--- src/rtl/regfile_pkg.sv ---
// regfile_pkg: shared types and helpers for the
// multi-port register file slice.
package regfile_pkg;

  typedef enum logic {
    IDLE  = 1'b0,
    CLEAR = 1'b1
  } clr_state_e;

  function automatic int addr_w(input int depth);
    return (depth < 2) ? 1 : $clog2(depth);
  endfunction

endpackage

--- src/rtl/regfile_clr_seq.sv ---
// regfile_clr_seq: bulk-clear sequencer, zeroes
// one entry per cycle while busy is high.
module regfile_clr_seq
  import regfile_pkg::*;
#(
  parameter  int DEPTH = 8,
  localparam int AW    = addr_w(DEPTH)
) (
  input  logic          clk,
  input  logic          clr_n,
  input  logic          clr,
  output logic          busy,
  output logic          clr_stb,
  output logic [AW-1:0] idx
);

  localparam logic [AW-1:0] LAST = AW'(DEPTH - 1);

  clr_state_e    st;
  clr_state_e    st_nx;
  logic [AW-1:0] idx_nx;

  // state and clear index registers
  always_ff @(posedge clk or negedge clr_n) begin
    if (!clr_n) begin
      st  <= IDLE;
      idx <= '0;
    end else begin
      st  <= st_nx;
      idx <= idx_nx;
    end
  end

  // next state: a clr in IDLE starts the sweep,
  // clr during CLEAR is ignored
  always_comb begin
    st_nx  = st;
    idx_nx = idx;
    unique case (st)
      IDLE: begin
        if (clr) begin
          st_nx  = CLEAR;
          idx_nx = '0;
        end
      end
      CLEAR: begin
        if (idx == LAST) begin
          st_nx  = IDLE;
          idx_nx = '0;
        end else begin
          idx_nx = idx + AW'(1);
        end
      end
      default: begin
        st_nx  = IDLE;
        idx_nx = '0;
      end
    endcase
  end

  assign busy    = (st == CLEAR);
  assign clr_stb = busy;

endmodule

--- src/rtl/regfile_mp.sv ---
// regfile_mp: dual-read, single-write register file
// with optional write bypass and sequenced clear.
module regfile_mp
  import regfile_pkg::*;
#(
  parameter  int WIDTH  = 8,
  parameter  int DEPTH  = 8,
  parameter  int BYPASS = 1,
  localparam int AW     = addr_w(DEPTH)
) (
  input  logic             clk,
  input  logic             clr_n,
  input  logic             clr,
  input  logic             en,
  input  logic [AW-1:0]    wsel,
  input  logic [WIDTH-1:0] d,
  input  logic [AW-1:0]    rsel_a,
  input  logic [AW-1:0]    rsel_b,
  output logic [WIDTH-1:0] qa,
  output logic [WIDTH-1:0] qb,
  output logic             busy,
  output logic             wr_drop
);

  localparam bit          BYP = (BYPASS != 0);
  localparam logic [AW:0] DEP = (AW + 1)'(DEPTH);

  logic [WIDTH-1:0] mem [DEPTH];

  logic          clr_stb;
  logic [AW-1:0] cidx;
  logic          wsel_ok;
  logic          ra_ok;
  logic          rb_ok;
  logic          wr_ok;
  logic          drop_nx;
  logic          byp_a;
  logic          byp_b;

  regfile_clr_seq #(
    .DEPTH (DEPTH)
  ) u_clr_seq (
    .clk     (clk),
    .clr_n   (clr_n),
    .clr     (clr),
    .busy    (busy),
    .clr_stb (clr_stb),
    .idx     (cidx)
  );

  // widened compares so non-power-of-2 depths
  // reject the unused top addresses
  assign wsel_ok = {1'b0, wsel} < DEP;
  assign ra_ok   = {1'b0, rsel_a} < DEP;
  assign rb_ok   = {1'b0, rsel_b} < DEP;

  // a clear request or running clear wins over
  // any write in the same cycle
  assign wr_ok   = en & ~busy & ~clr & wsel_ok;
  assign drop_nx = en & ~wr_ok;

  // storage: async reset, clear sweep, or write
  always_ff @(posedge clk or negedge clr_n) begin
    if (!clr_n) begin
      for (int i = 0; i < DEPTH; i++) begin
        mem[i] <= '0;
      end
    end else if (clr_stb) begin
      mem[cidx] <= '0;
    end else if (wr_ok) begin
      mem[wsel] <= d;
    end
  end

  // one-cycle pulse for each discarded write
  always_ff @(posedge clk or negedge clr_n) begin
    if (!clr_n) begin
      wr_drop <= 1'b0;
    end else begin
      wr_drop <= drop_nx;
    end
  end

  assign byp_a = BYP & wr_ok & (rsel_a == wsel);
  assign byp_b = BYP & wr_ok & (rsel_b == wsel);

  // read muxes: out of range, bypass, or stored
  always_comb begin
    qa = '0;
    qb = '0;
    unique case (1'b1)
      !ra_ok:          qa = '0;
      ra_ok && byp_a:  qa = d;
      ra_ok && !byp_a: qa = mem[rsel_a];
      default:         qa = '0;
    endcase
    unique case (1'b1)
      !rb_ok:          qb = '0;
      rb_ok && byp_b:  qb = d;
      rb_ok && !byp_b: qb = mem[rsel_b];
      default:         qb = '0;
    endcase
  end

endmodule

--- config.mk ---
export PLATFORM = sky130hd
export DESIGN_NAME = regfile_mp
export DESIGN_NICKNAME = d
export VERILOG_FILES = /design/src/rtl/regfile_pkg.sv /design/src/rtl/regfile_clr_seq.sv /design/src/rtl/regfile_mp.sv
export SDC_FILE = /design/constraint.sdc
export NUM_CORES = 1
export LEC_CHECK = 0
export CORE_MARGIN = 1.5
export CORE_UTILIZATION = 55
export DETAILED_ROUTE_END_ITERATION = 12
export GPL_TIMING_DRIVEN = 0
export PLACE_DENSITY = 0.73
export REMOVE_ABC_BUFFERS = 1
export SLEW_MARGIN = 20
export SYNTH_ARGS = -nofsm -noshare
export SYNTH_HDL_FRONTEND = slang
export SYNTH_SLANG_ARGS = --single-unit
--- constraint.sdc ---
create_clock -name clk -period 2.32 [get_ports clk]
set_clock_uncertainty 0.1 [all_clocks]
set_input_delay 0.232 -clock clk [delete_from_list [all_inputs] [get_ports clk]]
set_output_delay 0.232 -clock clk [all_outputs]
set_load 0.02 [all_outputs]
# Word-level counts from Yosys, hierarchy flattened
# Index checks and enable logic that the tools add are counted.
[classes] muxes=21 addsub=1 bitwise=14 div=0 eq_ne=4 reduce_logical=5 shift=0 magnitude_cmp=6 mul=0
[ops] cell="2-to-1 mux 64 bit" count=2
[ops] cell="bitwise AND 64 bit" count=1
[ops] cell="bitwise mux 64 bit" count=1
[ops] cell="NOT 64 bit" count=1
[ops] cell="binary-select mux 8 bit (select 3 bit)" count=2
[ops] cell="demux 8 bit (select 3 bit)" count=2
[ops] cell="2-to-1 mux 8 bit" count=6
[ops] cell="case mux 8 bit (2 select lines)" count=2
[ops] cell="greater-or-equal comparator 4 bit (second input constant)" count=4
[ops] cell="NOT 3 -> 4 bit" count=4
[ops] cell="less-than comparator 4 x 1 -> 1 bit (second input constant)" count=2
[ops] cell="equality test 3 bit" count=2
[ops] cell="2-to-1 mux 3 bit" count=2
[ops] cell="case mux 3 bit (2 select lines)" count=1
[ops] cell="bitwise AND 1 bit" count=5
[ops] cell="adder 3 x 1 -> 3 bit (second input constant)" count=1
[ops] cell="equality test 3 bit (second input constant)" count=1
[ops] cell="NOT 1 bit" count=3
[ops] cell="logical AND 1 bit" count=2
[ops] cell="logical NOT 1 bit" count=2
[ops] cell="2-to-1 mux 1 bit" count=2
[ops] cell="inequality test 2 bit (second input constant)" count=1
[ops] cell="case mux 1 bit (2 select lines)" count=1
[ops] cell="nonzero test 2 bit" count=1
[totals] inputBits=21 wordCells=62 output_inout_bits=18 n_memories=0 reg_bits=69 latch_bits=0 mem_bits_ro=0 ramBits=0

# Logic depth before layout (Yosys ltp)
# Gate-level depths: netlist of the first run.
[logic_depth] ltp_word=8 mapped_depth=5

# Hierarchy
# A second synthesis of the first run with hierarchy kept.
[hier_totals] cells_unflattened=337 area_unflattened_um2=4171.5
[by_module_without_submodules] mod="regfile_mp" n_inst=1 seq_area_each_um2=1626.6 cells_per_inst=321 area_per_inst_um2=3975.1
[by_module_without_submodules] mod="regfile_clr_seq" n_inst=1 seq_area_each_um2=100.1 cells_per_inst=16 area_per_inst_um2=196.4

# Least setup slack after synthesis of the first run
# OpenSTA, ideal clock, no wires.
[synth_path] kind="in2out" start="input rsel_a[0]" end="output qa[0]" arrival_ns=1.580 cell_stages=5 n_path_buf=2 setup_slack_ns=0.408 required_time_ns=1.988 path_cell_list="buf_6 -> buf_12 -> mux4_1 -> mux2_2 -> mux2_2"
[synth_via] elab_chain_len=5 elab_cells_between_ends=8 cone_classes="eq/ne: 1; mux: 4; bitwise: 2; reduce/logical: 1"
[synth_lines] element="start, declared" line="regfile_mp.sv:17" source="input logic [AW-1:0] rsel_a,"
[synth_lines] element="NOT 3 -> 4 bit (not written as such)" line="regfile_mp.sv:94" source="ra_ok && !byp_a: qa = mem[rsel_a];"
[synth_lines] element="binary-select mux 8 bit (select 3 bit)" line="regfile_mp.sv:94"
[synth_lines] element="2-to-1 mux 8 bit (not written as such) (2 in a row)" line="regfile_mp.sv:94"
[synth_lines] element="case mux 8 bit (2 select lines) *" line="regfile_mp.sv:91" source="unique case (1'b1)"
[synth_lines] element="end, declared" line="regfile_mp.sv:19" source="output logic [WIDTH-1:0] qa,"
# Mark *: on every way between the ends. The rest lies on a longest branch, timed or not. The select of a mux whose other input is x is not followed.

# Worst setup path after layout of the first run
[layout_path] start="register mem[23] in the netlist's numbering" end="output qb[7]"
[layout_via] elab_chain_len=4
[layout_lines] element="start, declared" line="regfile_mp.sv:28" source="logic [WIDTH-1:0] mem [DEPTH];"
[layout_lines] element="start signal, assigned by index" line="regfile_mp.sv:66" source="mem[i] <= '0;"
[layout_lines] element="start signal, assigned by index" line="regfile_mp.sv:69" source="mem[cidx] <= '0;"
[layout_lines] element="start signal, assigned by index" line="regfile_mp.sv:71" source="mem[wsel] <= d;"
[layout_lines] element="binary-select mux 8 bit (select 3 bit)" line="regfile_mp.sv:100" source="rb_ok && !byp_b: qb = mem[rsel_b];"
[layout_lines] element="2-to-1 mux 8 bit (not written as such) (2 in a row)" line="regfile_mp.sv:100"
[layout_lines] element="case mux 8 bit (2 select lines)" line="regfile_mp.sv:97" source="unique case (1'b1)"
[layout_lines] element="end, declared" line="regfile_mp.sv:20" source="output logic [WIDTH-1:0] qb,"
# No other way between the ends. The select of a mux whose other input is x is not followed.

==> results of run 1 <==
[per-stage QoR]
step | hold WS (ns) | setup WS, ns
6_report | 0.274 | 0.0110
4_1_cts | 0.289 | 0.00266
3_5_place_dp | 0.115 | -1.25
5_1_grt | 0.335 | -0.0261
2_1_floorplan | -0.164 | 0.408
3_3_place_gp | 0.388 | -1.33
[sequential cells by signal (all words and copies together) (netlist names)]
signal          count
u_clr_seq.busy      1
u_clr_seq.idx       3
mem                64
wr_drop             1
[Yosys cell counts, drive strengths merged, types with 2 or more instances]
cell type	count
a22o	64
dfrtp	69
a21oi	2
mux2	32
clkbuf	5
nand4	2
o32a	4
nor4bb	2
nand2	4
ha	2
and2	2
xnor2	6
buf	18
nor2	9
nand2b	4
nor2b	2
mux4	32
inv	2
[cell type report]
cell class              count  area [um^2]  area share (%)
clock buffers              11          141            3.06
flip-flops and latches     69         1730            37.4
clock inverters             5         58.8            1.27
repair buffers             58          474            10.3
multi-input cells         179         2090            45.3
inverters                   2         7.51           0.162
well taps                  96          120            2.60
[worst register-to-register path, cell delays in order (launching register included)]
cell and delay, ns:
dfrtp_2 0.48, buf_4 0.17, or2_2 0.35, nor2_1 0.71, a22o_1 0.28
[final timing paths]
kind                                 from              to  cells after the start
setup / recovery                  mem[23]           qb[7]                      4
max in group asynchronous           clr_n  u_clr_seq.busy                      3
hold / removal                      clr_n         mem[44]                      2
hold reg to reg                    mem[8]          mem[8]                      1
min in group clk                   mem[8]          mem[8]                      1
setup reg to reg           u_clr_seq.busy         mem[21]                      4
[cells by family (layout without fill, tap and decap cells)]
family	Yosys count	after routing	share of synthesized area [%]
buffers and inverters	25	76	4.02
AO/OA/AOI/OAI	76	76	16.3
AND/OR/NAND/NOR	31	31	4.74
XOR/XNOR	6	6	1.31
multiplexers	64	64	29.9
flip-flops	69	69	43.0
adder cells (fa/ha/maj)	2	2	0.624
[what timing repair did]
item / CTS / global route
pin swaps: 2 / 0
endpoints found under the hold margin: 34 / 0
hold buffers: 1 / 0
endpoints found under the setup margin: 16 / 13
gates resized for setup: 86 / 18
buffers inserted: 3 / 15
[placed cells by master, fill, tap and decap left out, types with 4 or more instances in the layout]
cell type | netlist | final
dfrtp_1 | 69 | 68
mux4_2 | 0 | 11
nand2b_1 | 4 | 4
nand2_1 | 4 | 4
xnor2_1 | 6 | 6
nor2_1 | 7 | 7
a22o_1 | 64 | 64
buf_2 | 4 | 11
clkdlybuf4s50_1 | 0 | 15
mux2_2 | 32 | 31
buf_4 | 0 | 25
clkbuf_8 | 0 | 10
mux4_1 | 32 | 21
o32a_1 | 4 | 4
[layer usage]
metal | vias up | track usage (%) | part of all wire, %
met5 | - | 0 | 0
met4 | 0 | 10.5 | 2.4
met3 | 28 | 4.94 | 7.8
met2 | 158 | 46.7 | 47
met1 | 1545 | 41.4 | 42
li1 | 1230 | - | -
[power breakdown]
group | total (mW) | internal [mW] | switching (mW)
clock network | 1.01 | 0.528 | 0.481
registers | 1.57 | 1.39 | 0.184
logic | 1.17 | 0.554 | 0.620
==> impl_results.md, run 1 <==
- Post-DP HPWL: 6600 um
- TritonCTS clock tree: done
- Placed cell area: 4380 um^2
- Antenna Violating Nets Remaining: 0
- Netlist Area Pre-Place: 4010 um^2
- CP dominant cell by count: mux2_2
- Mapped Cells: 273
- Via Count: 2961
- Largest net degree at the start of global routing: 36
- Final instance area: 4620 um^2
- Total grt overflow: 0
- DIE WIDTH: 88.4 um
- R2R setup slack: ~0.18 ns
- Worst-Margin Slew: about 1.1 ns
- FF+latch count, synth: 69
- Minimum clock period: between 2 and 2.5 ns
- Slowest CP cell: mux4_1
- Num Clock Sinks: 69
- Vias per cell: between 7 and 8
- Worst path top cell family by delay: multiplexers
- Core box area: 6910 um^2
- # fillers: 557
- Post-Route Utilization: 66.9%
- H-tree levels: 3
- Upper clock frequency limit: 433 MHz
- GR Util All Layers: ~29%
- Worst path cell trace: mux4_1 -> mux2_2 -> mux2_2 -> buf_4
- Ports: 39
- Power Dens Cells: 812 nW/um^2
- Design Power: between 3 and 4 mW
- Clk Latency, worst-skew pair: about 0.34 ns
- Final non-filler cell total: 420
- Die H: just under 90 um
- Fin. Hold Viols: 0
- Die area: 7820 um^2
- Unrepaired setup endpoints after global routing: yes
- Starting Density: 58.1%
- Share of Yosys cell area claimed by the top area cell type: 43.0%
- Synth cell types: 34
- Clock Tree Root: clkbuf_8
- Final GP Congestion: 0.826
- Final TNS setup: 0 ns
- Yosys warns: 0
- Max-cap check violation count: 0
- Leakage: 2.20 nW
- Crit share post-route: 99.5%
- CP Max Fanout: 3
- Sequential area share after synthesis: 43.0%
- Placed Cells: ~390
- Initial antenna violation count: 0
- Ys flop type: dfrtp_1
- Worst path buffer plus inverter count: 1
- Routed len/inst: 26.3 um
- Slowest cell delay on critical path: 0.50 ns
- Cells taking the most area after synthesis: dfrtp_1 (43%), mux4_1 (21%), a22o_1 (14%)
- Row cnt: 30
- Startpoint class of the critical path: register
- Total Wirelength: 11000 um
- Fin. max-slew vios: 0
- Clk slew on worst S/H paths: 0.08 ns
- First-pass GRT wire length: 16300 um
- Worst vdd ir: 0.000635 V
- Outcome: finished clean
- Worst hold path class: in2async
- TritonCTS buffer count: 9
- CP arrival: around 2.0 ns
- Final net count: 342
- Worst slew margin: 26.1%
- Worst-case clock buffer depth: 2
- Syn avg cell area: 14.7 um^2
- Vias in the first global route: 2880
- DRT iter0 DRCs: 209
- WP data required: 1.99 ns
- Crit end category: output port
- Port Buffers: 38
- Residual DRC: 0
- Crit Path Class: reg2out
- TritonRoute pass-1 iters: 5
- Final setup violation count: 0
- Area growth, synth to finish: 15.2%
- Count of flip-flops with a built-in enable after synthesis: 0
- ANT cells: 0
- Post-synth ARST share: 100%
- Proportion of layout cells with a drive suffix above 1: a little under a third
- Post-synth top area cell: dfrtp_1
(Power assumes the default switching activity.)
==> run 2, diff against run 1 <==
--- a/config.mk
+++ b/config.mk
@@ -6,10 +6,10 @@
 export NUM_CORES = 1
 export LEC_CHECK = 0
 export CORE_MARGIN = 1.5
-export CORE_UTILIZATION = 55
+export CORE_UTILIZATION = 45
 export DETAILED_ROUTE_END_ITERATION = 12
 export GPL_TIMING_DRIVEN = 0
-export PLACE_DENSITY = 0.73
+export PLACE_DENSITY = 0.61
 export REMOVE_ABC_BUFFERS = 1
 export SLEW_MARGIN = 20
 export SYNTH_ARGS = -nofsm -noshare
==> run 2 against run 1 <==
Net effect: first-iteration DRC count up 14%; critical path depth did not move; count of clock-buffer cells in the layout shrank 1; power fell by 0.50%; non-clock buffer count up 7; setup slack gained 0.031 ns; die area up 21%; critical path type unchanged; critical endpoint is now qb[4]; largest power group unchanged.
==> impl_results.md, run 2 (synthesized netlist as in run 1, its figures left out) <==
- DRT iter0 DRCs: 238 (+14%)
- Largest Register: mem
- Commonest non-fill, non-tap cell in the layout: dfrtp_1
- Leakage: 2.17 nW (-1.4%)
- Post-DP HPWL: 6720 um (+1.8%)
- Residual DRC: 0 (unchanged)
- Fin. Hold Viols: 0 (unchanged)
- Die H: 97.4 um (+10%)
- Crit Path Class: reg2out
- Proportion of layout cells with a drive suffix above 1: 38.4% (+6.6 points)
- Total Wirelength: 11400 um (+3.5%)
- Final setup violation count: 0 (unchanged)
- GR Util met1: 37.3% (-4.1 points)
- WP data required: 1.99 ns (about the same)
- Vias per cell: 6.53 (-7.3%)
- Largest net degree at the start of global routing: 52 (+44%)
- Power Internal: 2.42 mW (-1.9%)
- First-pass GRT wire length: 17200 um (+5.4%)
- Worst-Margin Slew: 1.24 ns (+0.127 ns)
- Register area: 1730 um^2 (unchanged)
- Sw Pwr: 1.31 mW (+2.2%)
- Vias in the first global route: 2811 (-2.4%)
- Worst-case clock buffer depth: 2 (unchanged)
- Max-cap check violation count: 0 (unchanged)
- Initial antenna violation count: 0 (unchanged)
- Via Count: 2868 (-3.1%)
- Global Route met2 Usage: 33.5% (-13 points)
- Clk slew on worst S/H paths: 0.09 ns (about the same)
- # fillers: 767 (+38%)
- Num Clock Sinks: 69 (unchanged)
- Row cnt: 34 (+13%)
- Gr busiest metal: met1
- Minimum clock period: 2.28 ns (-0.0310 ns)
- GR Util All Layers: 24.5% (-4.9 points)
- Ports: 39 (unchanged)
- Die area: 9490 um^2 (+21%)
- CP arrival: 1.95 ns (-0.03 ns)
- Global routing usage on met3: 6.40% (+1.5 points)
- DIE WIDTH: 97.4 um (+10%)
- Worst slew margin: 17.3% (-8.8 points)
- Final net count: 349 (+2.0%)
- Setup WS post-layout: 0.0420 ns (+0.0310 ns)
- Core box area: 8680 um^2 (+26%)
- TritonCTS clock tree: done
- Sequential power share: 42.0% (+0.2 points)
- Clock Tree Root: clkbuf_8
- Biggest regs: mem x64, u_clr_seq.idx x3
- TritonCTS buffer count: 9 (unchanged)
- Clk Latency, worst-skew pair: 0.36 ns (+0.02 ns)
- Final non-filler cell total: 439 (+4.5%)
- Upper clock frequency limit: 439 MHz (+1.4%)
- Worst hold path class: in2async
- Worst vdd ir: 0.000707 V (+11%)
- CP Max Fanout: 3 (unchanged)
- ANT cells: 0 (unchanged)
- Post-Route Utilization: 54.5% (-12 points)
- Port Buffers: 38 (unchanged)
- Area growth, synth to finish: 17.9%
- Placed Cells: 397 (+3.1%)
- Max FFs per register: 64 (unchanged)
- Startpoint class of the critical path: register
- Combinational share of power: 33.8% (+2.5 points)
- TritonRoute pass-1 iters: 4 (-1)
- H-tree levels: 3 (unchanged)
- Antenna Violating Nets Remaining: 0 (unchanged)
- Power Dens Cells: 789 nW/um^2 (-2.8%)
- Starting Density: 46.2% (-12 points)
- Crit end category: output port
- Clock share of power: 24.2% (-2.7 points)
- Total grt overflow: 0 (unchanged)
- Crit share post-route: 98.2% (-1.3 points)
- Worst hold slack: 0.177 ns (-0.0967 ns)
- Sw Ratio: 35.2% (+0.92 points)
- Fin. max-slew vios: 0 (unchanged)
- Final GP Congestion: 0.782 (-5.3%)
- Outcome: finished clean
- Post-Place Setup Slack: -1.34 ns (-0.0911 ns)
- Area occupied by multi-input gates: 2080 um^2 (-0.54%)
- Commonest cells after routing, fill and taps aside: dfrtp_1 (68), a22o_1 (64), buf_4 (29), mux4_2 (27), mux2_2 (18)
- Routed len/inst: 26.0 um (-0.94%)
## run 2: path summary, 6_finish.rpt
check / slack [ns] / start / cells past startpoint / to
setup / recovery: 0.04 / mem[12] / 4 / qb[4]
hold / removal: 0.18 / clr_n / 2 / mem[46]
setup reg to reg: 0.22 / u_clr_seq.busy / 3 / mem[13]
hold reg to reg: 0.42 / mem[21] / 1 / mem[21]
max in group asynchronous: 1.38 / clr_n / 3 / mem[37]
min in group clk: 0.23 / clr / 2 / u_clr_seq.idx[1]
## run 2: final cells by class
cell class                 count  area share [%]
clock buffer                  10            2.91
clock inverter                 6           0.820
inverter                       2           0.159
multi-input combinational    179            44.0
sequential                    69            36.5
tap                          108            2.86
timing repair buffer          65            12.8
## run 2: timing repair
action / 4_1_cts / 5_1_grt
buffers inserted: 7 / 18
setup endpoints to repair: 16 / 16
hold buffers: 1 / 0
endpoints found under the hold margin: 69 / 0
resized for setup: 96 / 60
pin swaps: 2 / 1
## run 2: worst max-delay path, stage by stage, from the launching register on
cell,delay (ns)
dfrtp_1,0.41
mux4_2,0.48
mux2_2,0.28
mux2_2,0.26
buf_2,0.16
## run 2: power by group through the flow
stage	Sequential, mW	Clock [mW]	Combinational, mW
2_1_floorplan	1.54	0	0.667
3_3_place_gp	1.57	0	1.08
3_5_place_dp	1.59	0	1.09
4_1_cts	1.57	0.924	1.08
5_1_grt	1.60	0.977	1.34
6_report	1.57	0.904	1.26
## run 2: per-stage QoR
step	TNS (ns)	instance area, um^2	power, mW
5_1_grt	-0.0182	4730	3.92
2_1_floorplan	0	3860	2.20
3_5_place_dp	-20.68	4400	2.68
6_report	0	4730	3.73
4_1_cts	-0.0101	4530	3.57
3_3_place_gp	-119.95	4370	2.66
## run 2: per-layer routing
layer  vias up  share of wire [%]
li1       1219                  -
met1      1499                 44
met2       131                 46
met3        19                7.6
met4         0                2.3
met5         -                  0
==> run 3, diff against run 2 <==
--- a/config.mk
+++ b/config.mk
@@ -5,12 +5,15 @@
 export SDC_FILE = /design/constraint.sdc
 export NUM_CORES = 1
 export LEC_CHECK = 0
+export CELL_PAD_IN_SITES_DETAIL_PLACEMENT = 1
+export CELL_PAD_IN_SITES_GLOBAL_PLACEMENT = 1
 export CORE_MARGIN = 1.5
 export CORE_UTILIZATION = 45
 export DETAILED_ROUTE_END_ITERATION = 12
 export GPL_TIMING_DRIVEN = 0
-export PLACE_DENSITY = 0.61
+export PLACE_DENSITY = 0.72
 export REMOVE_ABC_BUFFERS = 1
+export SETUP_SLACK_MARGIN = 0.05
 export SLEW_MARGIN = 20
 export SYNTH_ARGS = -nofsm -noshare
 export SYNTH_HDL_FRONTEND = slang
==> run 3 against run 2 <==
Net effect: die area is the same; core utilization rose by 1.9 points; via count rose by 1.6%; critical endpoint is now qa[7]; cell count up 2.5%; largest cell class unchanged; combinational power is 7% higher; critical path depth unchanged.
==> impl_results.md, run 3 (synthesized netlist as in run 1, its figures left out) <==
- Outcome: finished clean
- Unrepaired setup endpoints after global routing: yes
- Antenna Violating Nets Remaining: 0 (unchanged)
- Crit share post-route: 98.0% (-0.16 points)
- TritonCTS buffer count: 9 (unchanged)
- DRT iter0 DRCs: 151 (-37%)
- Commonest cells after routing, fill and taps aside: dfrtp_1 (68), a22o_1 (64), buf_4 (39), mux4_2 (28), mux2_4 (25)
- Largest Register: mem
- Clk slew on worst S/H paths: 0.07 ns (-0.02 ns)
- Crit end category: output port
- Vias in the first global route: 3066 (+9.1%)
- Commonest non-fill, non-tap cell in the layout: dfrtp_1
- Routed len/inst: 26.7 um (+2.6%)
- Leakage: 2.29 nW (+5.3%)
- Die area: 9490 um^2 (unchanged)
- Biggest regs: mem x64, u_clr_seq.idx x3
- Fin. max-slew vios: 0 (unchanged)
- Minimum clock period: 2.27 ns (-0.00361 ns)
- Ports: 39 (unchanged)
- Placed Cells: 397 (unchanged)
- Vias per cell: 6.48 (-0.88%)
- DIE WIDTH: 97.4 um (unchanged)
- Worst vdd ir: 0.000533 V (-25%)
- First-pass GRT wire length: 18700 um (+8.9%)
- Worst hold path class: in2reg
- Worst reg2reg path depth: 4 (+1)
- Post-DP HPWL: 7290 um (+8.5%)
- Fin. Hold Viols: 0 (unchanged)
- Final net count: 360 (+3.2%)
- Row cnt: 34 (unchanged)
- Worst slew margin: 29.9% (+13 points)
- Final non-filler cell total: 450 (+2.5%)
- GR Util All Layers: 26.7% (+2.1 points)
- Max-cap check violation count: 0 (unchanged)
- Hold depth: 2
- Via Count: 2914 (+1.6%)
- Upper clock frequency limit: 440 MHz (+0.16%)
- Register area: 1730 um^2 (unchanged)
- WP data required: 1.99 ns (about the same)
- Power Dens Cells: 807 nW/um^2 (+2.3%)
- Final GP Congestion: 0.750 (-4.1%)
- Proportion of layout cells with a drive suffix above 1: 40.9% (+2.6 points)
- Final setup violation count: 0 (unchanged)
- Area growth, synth to finish: 22.0%
- Initial antenna violation count: 0 (unchanged)
- TritonRoute pass-1 iters: 4 (unchanged)
- Port Buffers: 38 (unchanged)
- Final TNS setup: 0 ns (unchanged)
- Crit Path Class: reg2out
- CP arrival: 1.94 ns (about the same)
- Clk Latency, worst-skew pair: 0.35 ns (about the same)
- Clock Tree Root: clkbuf_8
- Worst-case clock buffer depth: 2 (unchanged)
- Worst-Margin Slew: 1.05 ns (-0.184 ns)
- H-tree levels: 3 (unchanged)
- Residual DRC: 0 (unchanged)
- Total Wirelength: 12000 um (+5.2%)
- Area occupied by multi-input gates: 2120 um^2 (+2.1%)
- Design Power: 3.95 mW (+5.8%)
- Largest net degree at the start of global routing: 47 (-9.6%)
- Total grt overflow: 0 (unchanged)
- CP Max Fanout: 3 (unchanged)
- ANT cells: 0 (unchanged)
- # fillers: 854 (+11%)
- Die H: 97.4 um (unchanged)
- Max FFs per register: 64 (unchanged)
- Num Clock Sinks: 69 (unchanged)
- Startpoint class of the critical path: register
- Starting Density: 46.2% (unchanged)
- Core box area: 8680 um^2 (unchanged)
- TritonCTS clock tree: done
-- run 3: changes by cell type in the layout (fill, tap and decap cells not counted), sizes merged, moves of 2 or more --
cell / previous run / this run
clkinv: 4 / 2
dlygate4sd2: 2 / 0
buf: 45 / 56
clkinvlp: 2 / 0
clkbuf: 10 / 15
-- run 3: worst paths after layout --
check | slack (ns) | to | startpoint
worst max-delay path | 0.05 | qa[7] | mem[39]
worst min-delay path | 0.16 | wr_drop | en
worst max register to register | 0.21 | mem[25] | u_clr_seq.busy
worst min register to register | 0.42 | mem[45] | mem[45]
max in group asynchronous | 1.36 | mem[38] | clr_n
min in group asynchronous | 0.22 | mem[2] | clr_n
-- run 3: final cells by class --
cell class	instances	area share, %
clock inverters	3	0.894
clock buffers	13	3.25
multi-input cells	179	43.4
repair buffers	76	14.3
flip-flops and latches	69	35.3
well taps	108	2.76
inverters	2	0.153
-- run 3: what timing repair did --
action,4_1_cts,5_1_grt
buffers inserted,20,16
gates resized for setup,149,28
pin swaps,2,1
hold buffers,1,0
endpoints found under the setup margin,16,16
endpoints found under the hold margin,23,0
-- run 3: critical path, stage by stage, from the launching register on --
cell and delay [ns]:
dfrtp_1 0.40, mux4_2 0.48, mux2_2 0.29, mux2_4 0.28
buf_6 0.14
-- run 3: metal layers --
| layer | GRT usage [%] | up-vias | share of wire (%) |
|---|---|---|---|
| met5 | 0 | - | 0 |
| li1 | - | 1241 | - |
| met4 | 7.25 | 0 | 1.5 |
| met2 | 41.9 | 122 | 49 |
| met3 | 6.76 | 13 | 6.5 |
| met1 | 37.1 | 1538 | 43 |
-- run 3: stage by stage --
step	utilization [%]	area, um^2	setup slack [ns]	hold slack [ns]
2_1_floorplan	-	3860	0.408	-0.164
3_3_place_gp	50.4	4370	-1.43	0.390
3_5_place_dp	50.7	4400	-1.29	0.0670
4_1_cts	54.3	4710	0.0401	0.224
5_1_grt	56.4	4900	0.00238	0.168
6_report	56.4	4900	0.0456	0.164
-- run 3: power breakdown --
group	internal [mW]	switching, mW	total (mW)	leakage, nW
clock	0.557	0.471	1.03	0.104
combinational	0.687	0.661	1.35	1.24
sequential	1.39	0.189	1.57	0.946
